## config.mk

```make
export PLATFORM = sky130hd
export DESIGN_NAME = alu_issue_stage
export DESIGN_NICKNAME = d
export VERILOG_FILES = /design/src/rtl/alu_issue_stage.sv
export SDC_FILE = /design/constraint.sdc
export NUM_CORES = 1
export LEC_CHECK = 0
export ABC_AREA = 1
export CAP_MARGIN = 20
export CORE_MARGIN = 3
export CORE_UTILIZATION = 39
export CTS_CLUSTER_SIZE = 25
export DETAILED_ROUTE_END_ITERATION = 10
export PLACE_DENSITY = 0.81
export SETUP_SLACK_MARGIN = 0.05
export SLEW_MARGIN = 25
export SYNTH_ARGS = -nofsm -noshare
export SYNTH_HDL_FRONTEND = slang
export SYNTH_SLANG_ARGS = --single-unit
```

## constraint.sdc

```tcl
create_clock -name clk -period 2.22 [get_ports clk]
set_clock_uncertainty 0.2 [all_clocks]
set_input_delay 0.333 -clock clk [delete_from_list [all_inputs] [get_ports clk]]
set_output_delay 0.333 -clock clk [all_outputs]
set_load 0.005 [all_outputs]
```

## src/rtl/alu_issue_stage.sv

```systemverilog
// Decode-and-issue register for the logic ALU: turns and/or/xor/nor/andi/ori/xori/lui
// into ALU op codes and operands, and holds them in a single-entry valid/ready slot.
module alu_issue_stage (
  input  logic        clk,
  input  logic        rst,
  input  logic        in_valid,
  output logic        in_ready,
  input  logic [31:0] inst,
  input  logic [31:0] rs_data,
  input  logic [31:0] rt_data,
  input  logic        flush,
  output logic        out_valid,
  input  logic        out_ready,
  output logic [31:0] out_a,
  output logic [31:0] out_b,
  output logic [5:0]  out_op,
  output logic [4:0]  out_wa,
  output logic        out_we,
  output logic        out_illegal
);

  localparam logic [5:0] ALU_AND = 6'b010001;
  localparam logic [5:0] ALU_OR  = 6'b000100;
  localparam logic [5:0] ALU_XOR = 6'b000110;
  localparam logic [5:0] ALU_NOR = 6'b000101;
  localparam logic [5:0] ALU_LUI = 6'b001010;
  localparam logic [5:0] ALU_NOP = 6'b000000;

  logic [5:0]  opc_p0;
  logic [5:0]  funct_p0;
  logic [31:0] imm_p0;
  logic [31:0] a_p0;
  logic [31:0] b_p0;
  logic [5:0]  op_p0;
  logic [4:0]  wa_p0;
  logic        known_p0;
  logic        we_p0;
  logic        ill_p0;
  logic        load_p0;

  logic        vld_p1;
  logic [31:0] a_p1;
  logic [31:0] b_p1;
  logic [5:0]  op_p1;
  logic [4:0]  wa_p1;
  logic        we_p1;
  logic        ill_p1;

  assign opc_p0   = inst[31:26];
  assign funct_p0 = inst[5:0];
  assign imm_p0   = {16'h0000, inst[15:0]};

  // Stage p0: combinational decode of the incoming instruction
  always_comb begin
    a_p0     = '0;
    b_p0     = '0;
    op_p0    = ALU_NOP;
    wa_p0    = '0;
    known_p0 = 1'b0;
    if (opc_p0 == 6'b000000) begin
      known_p0 = 1'b1;
      a_p0     = rs_data;
      b_p0     = rt_data;
      wa_p0    = inst[15:11];
      unique case (funct_p0)
        6'b100100: op_p0 = ALU_AND;
        6'b100101: op_p0 = ALU_OR;
        6'b100110: op_p0 = ALU_XOR;
        6'b100111: op_p0 = ALU_NOR;
        default: begin
          known_p0 = 1'b0;
          a_p0     = '0;
          b_p0     = '0;
          wa_p0    = '0;
        end
      endcase
    end else begin
      known_p0 = 1'b1;
      a_p0     = rs_data;
      b_p0     = imm_p0;
      wa_p0    = inst[20:16];
      unique case (opc_p0)
        6'b001100: op_p0 = ALU_AND;
        6'b001101: op_p0 = ALU_OR;
        6'b001110: op_p0 = ALU_XOR;
        6'b001111: begin
          op_p0 = ALU_LUI;
          a_p0  = '0;
        end
        default: begin
          known_p0 = 1'b0;
          a_p0     = '0;
          b_p0     = '0;
          wa_p0    = '0;
        end
      endcase
    end
  end

  // An all-zero word is the canonical nop and must not raise an exception.
  assign we_p0   = known_p0 && (wa_p0 != 5'd0);
  assign ill_p0  = !known_p0 && (inst != 32'h0);
  assign in_ready = !vld_p1 || out_ready;
  assign load_p0  = in_valid && in_ready;

  // Stage p1: issue register toward EX
  always_ff @(posedge clk) begin
    if (rst) begin
      vld_p1 <= 1'b0;
      a_p1   <= '0;
      b_p1   <= '0;
      op_p1  <= ALU_NOP;
      wa_p1  <= '0;
      we_p1  <= 1'b0;
      ill_p1 <= 1'b0;
    end else if (flush) begin
      vld_p1 <= 1'b0;
    end else if (load_p0) begin
      vld_p1 <= 1'b1;
      a_p1   <= a_p0;
      b_p1   <= b_p0;
      op_p1  <= op_p0;
      wa_p1  <= wa_p0;
      we_p1  <= we_p0;
      ill_p1 <= ill_p0;
    end else if (out_ready && vld_p1) begin
      vld_p1 <= 1'b0;
    end
  end

  assign out_valid   = vld_p1;
  assign out_a       = a_p1;
  assign out_b       = b_p1;
  assign out_op      = op_p1;
  assign out_wa      = wa_p1;
  assign out_we      = we_p1;
  assign out_illegal = ill_p1;

endmodule

```

==> results of run 1 <==
-- power by group --
group	switching, uW	leakage [uW]	internal (uW)
logic	159	0.00114	224
clock network	560	0.000116	653
registers	7.63	0.000622	1390
-- metal layers --
layer	share of wire	global-route usage	vias up	routed length [microns]
li1	-	-	1773	-
met1	0.40	0.2596	1675	4296
met2	0.51	0.4050	144	5568
met3	0.071	0.05097	14	771
met4	0.019	0.07775	0	207
met5	0	0	-	0
-- final cells by class --
cell class,count,area (sq um),share of cell area
clock inverters,7,106.4,0.01967
clock buffers,9,123.9,0.02291
repair buffers,193,1952,0.3610
inverters,15,56.30,0.01041
well taps,102,127.6,0.02361
multi-input cells,302,1499,0.2773
flip-flops and latches,77,1541,0.2851
-- stage by stage --
step                cells  utilization
floorplan             421            -
global placement      689       0.6563
detailed placement    689       0.6563
CTS                   705       0.6854
global route          705       0.6854
finish                705       0.6854
-- cells by family (layout without fill, tap and decap cells) --
| kind of cell | Yosys count | after routing | synth area share |
|---|---|---|---|
| other | 1 | 1 | 0.001158 |
| and+or+nand+nor | 214 | 214 | 0.2983 |
| DFF | 77 | 77 | 0.4760 |
| buffers and inverters | 42 | 224 | 0.06183 |
| AOI/OAI and AO/OA | 87 | 87 | 0.1627 |
-- registers in the layout, summed over array words and instances (netlist names) --
signal and cells:
out_op 5, out_valid 1, out_wa 5, out_a 32, out_we 1, out_b 32
out_illegal 1
-- how the worst max path moves through the flow --
stage | endpoint | start | slack [ns] | depth (start not counted)
after floorplan | out_b[26] | inst[28] | 0.56 | 6
after global placement | out_b[4] | inst[27] | 0.002 | 8
after detailed placement | out_b[11] | inst[27] | -0.07 | 8
after CTS | out_b[3] | inst[27] | 0.24 | 8
after global routing | out_b[3] | inst[27] | 0.07 | 8
final | out_b[3] | inst[27] | 0.21 | 8
-- worst max-delay path, cell delays in order --
cell             delay, ns
clkdlybuf4s50_1       0.60
nor2_4                0.09
nand3_4               0.12
buf_4                 0.16
nand2_4               0.06
nor2_4                0.36
nand2_1               0.13
a31oi_1               0.22
-- layout by cell type (no fill, tap or decap) --
cell type,n
nor4_1,6
nand3_4,1
a211oi_1,1
buf_12,5
inv_8,1
nand2_4,1
clkbuf_8,9
inv_1,13
nor2_4,3
nor3_1,1
nor2_1,20
a21oi_2,8
nand2_1,124
nand2_2,12
nor2_2,1
nor3_4,1
nand3b_1,1
o21bai_1,1
a32oi_1,8
a21oi_1,43
clkdlybuf4s50_1,177
conb_1,1
buf_2,1
o221ai_1,1
nand3_1,41
dfxtp_1,77
or2_2,1
a31oi_1,18
bufinv_16,2
clkinv_4,2
nand4_1,1
buf_4,10
inv_6,2
o21ai_0,7
inv_2,2
==> summary.txt, run 1 <==
Finish
  • NumNets Final: 699
  • Filler cell count in the final layout: 649
  • Fin area: 0.005406 sq mm
  • Ant. Diodes: 0
  • Area growth from synthesis to layout: 66.96%
  • Share of cells above drive strength 1: 0.1028

Floorplan
  • Die area: about 0.0094 sq mm
  • Height of the die: 97.12 microns
  • Initial Util: 0.4105
  • Io pins: 180
  • Core ar.: 0.007888 sq mm
  • Num rows: 32
  • Die width: 97.12 microns

CTS
  • Post-CTS Repair Setup Buffers: 0
  • CTS hold repair buffers: 0
  • Clk buf depth: 2
  • Worst-Skew Late Latency: between 0.3 and 0.4 ns
  • CTS tree: done
  • CTS buffer count: 9
  • H-tree Lvls: 3
  • Post_cts resized: 0
  • CTS root buffer: clkbuf_8
  • Clk pin slew, worst setup/hold paths: 0.08 ns
  • Sinks on Clock Net: 77

Global route
  • GRT overflow: 0
  • First-pass GRT wire length: 17,510 microns
  • Total track usage: 0.2245
  • Largest net degree at the start of global routing: 52
  • Initial antenna violation count: 0
  • Vias in the first global route: 3,622

Timing
  • Sum Neg Setup Slack: 0 ns
  • Tcrit/Tclk final: 0.9043
  • Final hold violation count: 0
  • RSZ-0062 raised after global routing: false
  • Final Max Tran Viols: 0
  • Fin crit period: 2.008 ns
  • Hold Slack: 0.2681 ns
  • Final-report setup violation count: 0
  • Worst Max-Slew Pin Slew: roughly 0.55 ns
  • Setup ws final: 0.2125 ns
  • Rel. slew slack: 0.6354
  • Achievable frequency: roughly 500 MHz

Synth
  • Top cell type's share of synthesized area: 0.4760
  • Mapped cell area: 0.003238 sq mm
  • Top FF cell, synth: dfxtp_1
  • Share of the yosys chip area belonging to registers: 0.4760
  • Synth Instances: 421
  • Top cells by count, synth: nand2_1 (125), dfxtp_1 (77), a21oi_1 (43)
  • #FFs+latches synth: 77
  • Asr flop ratio synth: 0
  • EDFF count, synth: 0
  • Largest area contributor in the netlist: dfxtp_1
  • Cells taking the most area after synthesis: dfxtp_1 (48%), nand2_1 (14%), a21oi_1 (6.6%)
  • Ys Warns: 0
  • Syn Nets: between 500 and 600
  • Syn Area/Cell: 7.691 sq um
  • Most frequent cell after synthesis: nand2_1
  • Distinct cells, synth: 32

Worst hold path
  • Hold Path Depth: 2
  • Min-Delay Path Class: reg -> reg
  • Worst Hold End: out_a[3]
  • Min-delay src: out_a[3]

Worst setup path
  • Crit path arrival time: 2.07 ns
  • Worst Setup Path Type: in -> reg
  • Crit start category: primary input
  • Reg-to-Reg End: out_b[3]
  • R2R cell count: 7
  • Required time worst endpoint: 2.28 ns
  • Setup crit end kind: register
  • Register-to-register setup slack: 0.52 ns
  • Reg-to-Reg Start: out_valid
  • Max FO, Critical Path: 19

Routing
  • DRC errors left: 0
  • Starting DRC count in detailed routing: between 200 and 250
  • Via-to-Cell Ratio: about 5
  • Post-route ant nets: 0
  • Routed WL: approximately 11,000 microns
  • Wire per inst: 15.38 microns
  • TritonRoute pass-1 iters: 7
  • Via count: 3,606

Power and ir drop
  • Lkg Pwr: 0.001876 uW
  • Power Density: 554.4 mW/mm^2
  • Maximum VDD drop: 0.0003535 V
  • Power Total: 2998 uW

Placed design
  • Hpwl dp: ~8000 microns
  • Final GP Congestion: 0.8664
  • Post-placement setup slack: -0.07333 ns
  • # port buffers: approximately 180
  • Post-Place Cell Area: 0.005176 sq mm

Run status
  • Status: completed

Flow run
  • Max-cap violations: 0
Note: power is estimated with default switching activity, not from simulation.
==> run 2: changes to the inputs <==
- GPL_ROUTABILITY_DRIVEN: not set -> 0
==> results of run 2 <==
Final layout, timing and power as in run 1 (identical DEF).
==> run 3: changes to the inputs <==
- CORE_UTILIZATION: 39 -> 35
- PLACE_DENSITY: 0.81 -> 0.77
- clock period: 2.22 -> 1.67 ns (I/O delays scaled with it)
==> summary.txt, run 3 (synthesis gave the netlist of run 1 again) <==
Run status
  • Status: finished, violations left
  • Failing checks: setup timing

Power and ir drop
  • Lkg Pwr: 0.002725 uW (+45%)
  • Logic pwr share: 0.160 (+0.032)
  • Register share of total power: 0.481 (+0.013)
  • Clock power frac: 0.359 (-0.045)
  • P_int: 2932 uW (+29%)
  • Switching share of power: 0.2432 (+0.0009875)
  • Sw power: 942.0 uW (+30%)
  • Maximum VDD drop: 0.0003601 V (+1.9%)
  • Power Density: 637.6 mW/mm^2 (+15%)

Finish
  • Register area: 0.001562 sq mm (+1.3%)
  • Multi-input combinational cell area: 0.001677 sq mm (+12%)
  • Share of cells above drive strength 1: 0.2435 (+0.1407)
  • Filler cell count in the final layout: 733 (+13%)
  • Area growth from synthesis to layout: 87.64%
  • Commonest non-fill, non-tap cell in the layout: nand2_1
  • Ant. Diodes: 0 (unchanged)
  • Fin area: 0.006076 sq mm (+12%)
  • Commonest non-fill, non-tap cells in the layout: nand2_1 (116), clkdlybuf4s50_1 (86), dlygate4sd2_1 (86), dfxtp_1 (61), buf_4 (49)
  • NumNets Final: 754 (+7.9%)

CTS
  • Worst-Skew Late Latency: 0.33 ns (about the same)
  • Sinks on Clock Net: 77 (unchanged)
  • CTS tree: done
  • CTS buffer count: 9 (unchanged)
  • Clk pin slew, worst setup/hold paths: 0.07 ns (about the same)
  • CTS hold repair buffers: 0 (unchanged)
  • CTS root buffer: clkbuf_8
  • Clk buf depth: 2 (unchanged)
  • H-tree Lvls: 3 (unchanged)

Timing
  • Achievable frequency: 594.8 MHz
  • Final Max Tran Viols: 0 (unchanged)
  • Final hold violation count: 0 (unchanged)
  • Tcrit/Tclk final: 1.007
  • Setup ws final: -0.01116 ns (-0.2236 ns)
  • Final-report setup violation count: 3 (+3)
  • Fin crit period: ~1.7 ns
  • RSZ-0062 raised after global routing: true

Floorplan
  • Initial Util: 0.3660 (-0.04458)
  • Height of the die: 102.2 microns (+5.2%)
  • Core ar.: 0.008848 sq mm (+12%)
  • Io pins: 180 (unchanged)
  • Die width: 102.2 microns (+5.2%)
  • Num rows: 34 (+6.3%)
  • Die area: 0.01044 sq mm (+11%)

Worst setup path
  • Required time worst endpoint: 1.73 ns (-0.55 ns)
  • Setup crit end kind: register
  • Max FO, Critical Path: 8 (-11)
  • Register-to-register setup slack: -0.01 ns (-0.53 ns)
  • Crit path arrival time: 1.74 ns (-0.33 ns)
  • Worst Setup Path Type: in -> reg
  • Crit start category: primary input

Placed design
  • # port buffers: 178 (unchanged)
  • Post-placement setup slack: -0.4749 ns (-0.4016 ns)
  • Hpwl dp: 8444 microns (+5.2%)
  • Post-Place Cell Area: 0.005361 sq mm (+3.6%)

Global route
  • Largest net degree at the start of global routing: 49 (-5.8%)
  • Total track usage: 0.2318 (+0.007285)
  • Vias in the first global route: 3,909 (+7.9%)
  • GRT overflow: 0 (unchanged)
  • First-pass GRT wire length: 18,860 microns (+7.7%)
  • Initial antenna violation count: 0 (unchanged)

Routing
  • Starting DRC count in detailed routing: 172 (-27%)
  • TritonRoute pass-1 iters: 4 (-3)
  • Routed WL: 12,870 microns (+19%)
  • Post-route ant nets: 0 (unchanged)
  • Via count: 3,916 (+8.6%)
  • Via-to-Cell Ratio: 5.119 (about the same)
  • DRC errors left: 0 (unchanged)
  • Wire per inst: 16.83 microns (+9.4%)

Flow run
  • Max-cap violations: 0 (unchanged)

Worst hold path
  • Min-Delay Path Class: in -> reg
==> run 3: cell type report <==
type | count | area share
inverters | 15 | 0.01009
repair buffers | 248 | 0.4034
flip-flops and latches | 77 | 0.2570
clock inverters | 4 | 0.008031
clock buffers | 11 | 0.02327
well taps | 108 | 0.02224
multi-input cells | 302 | 0.2759
==> run 3: per-stage QoR <==
stage	total power (uW)	hold WS (ns)	TNS [ns]	std cells	utilization
2_1_floorplan	2055	0.1290	0	421	-
4_1_cts	3855	0.02976	-0.3104	758	0.6653
3_3_place_gp	2439	0.2520	-27.00	722	0.6059
5_1_grt	4033	0.02965	-0.6644	765	0.6867
6_report	3874	0.04254	-0.01918	765	0.6867
3_5_place_dp	2447	0.2562	-30.54	722	0.6059
==> run 3: routing by layer <==
| layer | track usage | part of all wire |
|---|---|---|
| met1 | 0.2648 | 0.40 |
| met2 | 0.4158 | 0.52 |
| met3 | 0.05392 | 0.059 |
| met4 | 0.09284 | 0.028 |
| met5 | 0 | 0 |
==> run 3: what timing repair did <==
action | 4_1_cts | 5_1_grt
setup buffers | 16 | 6
setup endpoints to repair | 149 | 77
gates resized for setup | 139 | 37
cloned | 5 | 3
pin swaps | 17 | 16
==> run 3: path summary, 6_finish.rpt <==
path | from | end | cells past startpoint
min reg2reg | out_a[4] | out_a[4] | 2
min | flush | out_valid | 2
max | inst[26] | out_a[25] | 9
max reg2reg | out_valid | out_op[1] | 11
==> run 3: power groups by stage <==
stage / sequential (uW) / combinational, uW / clock [uW]
after floorplan: 1910 / 147 / 0
after global placement: 1910 / 533 / 0
after detailed placement: 1910 / 540 / 0
after CTS: 1860 / 577 / 1410
after global routing: 1870 / 656 / 1510
final: 1860 / 620 / 1390
==> run 3: critical path, stage by stage <==
cell	delay, ns
dlygate4sd2_1	0.27
nor2_4	0.18
nand3_4	0.12
nand2_1	0.12
nand2_1	0.10
nor2_4	0.27
clkbuf_16	0.22
nand3_1	0.06
a21oi_1	0.14
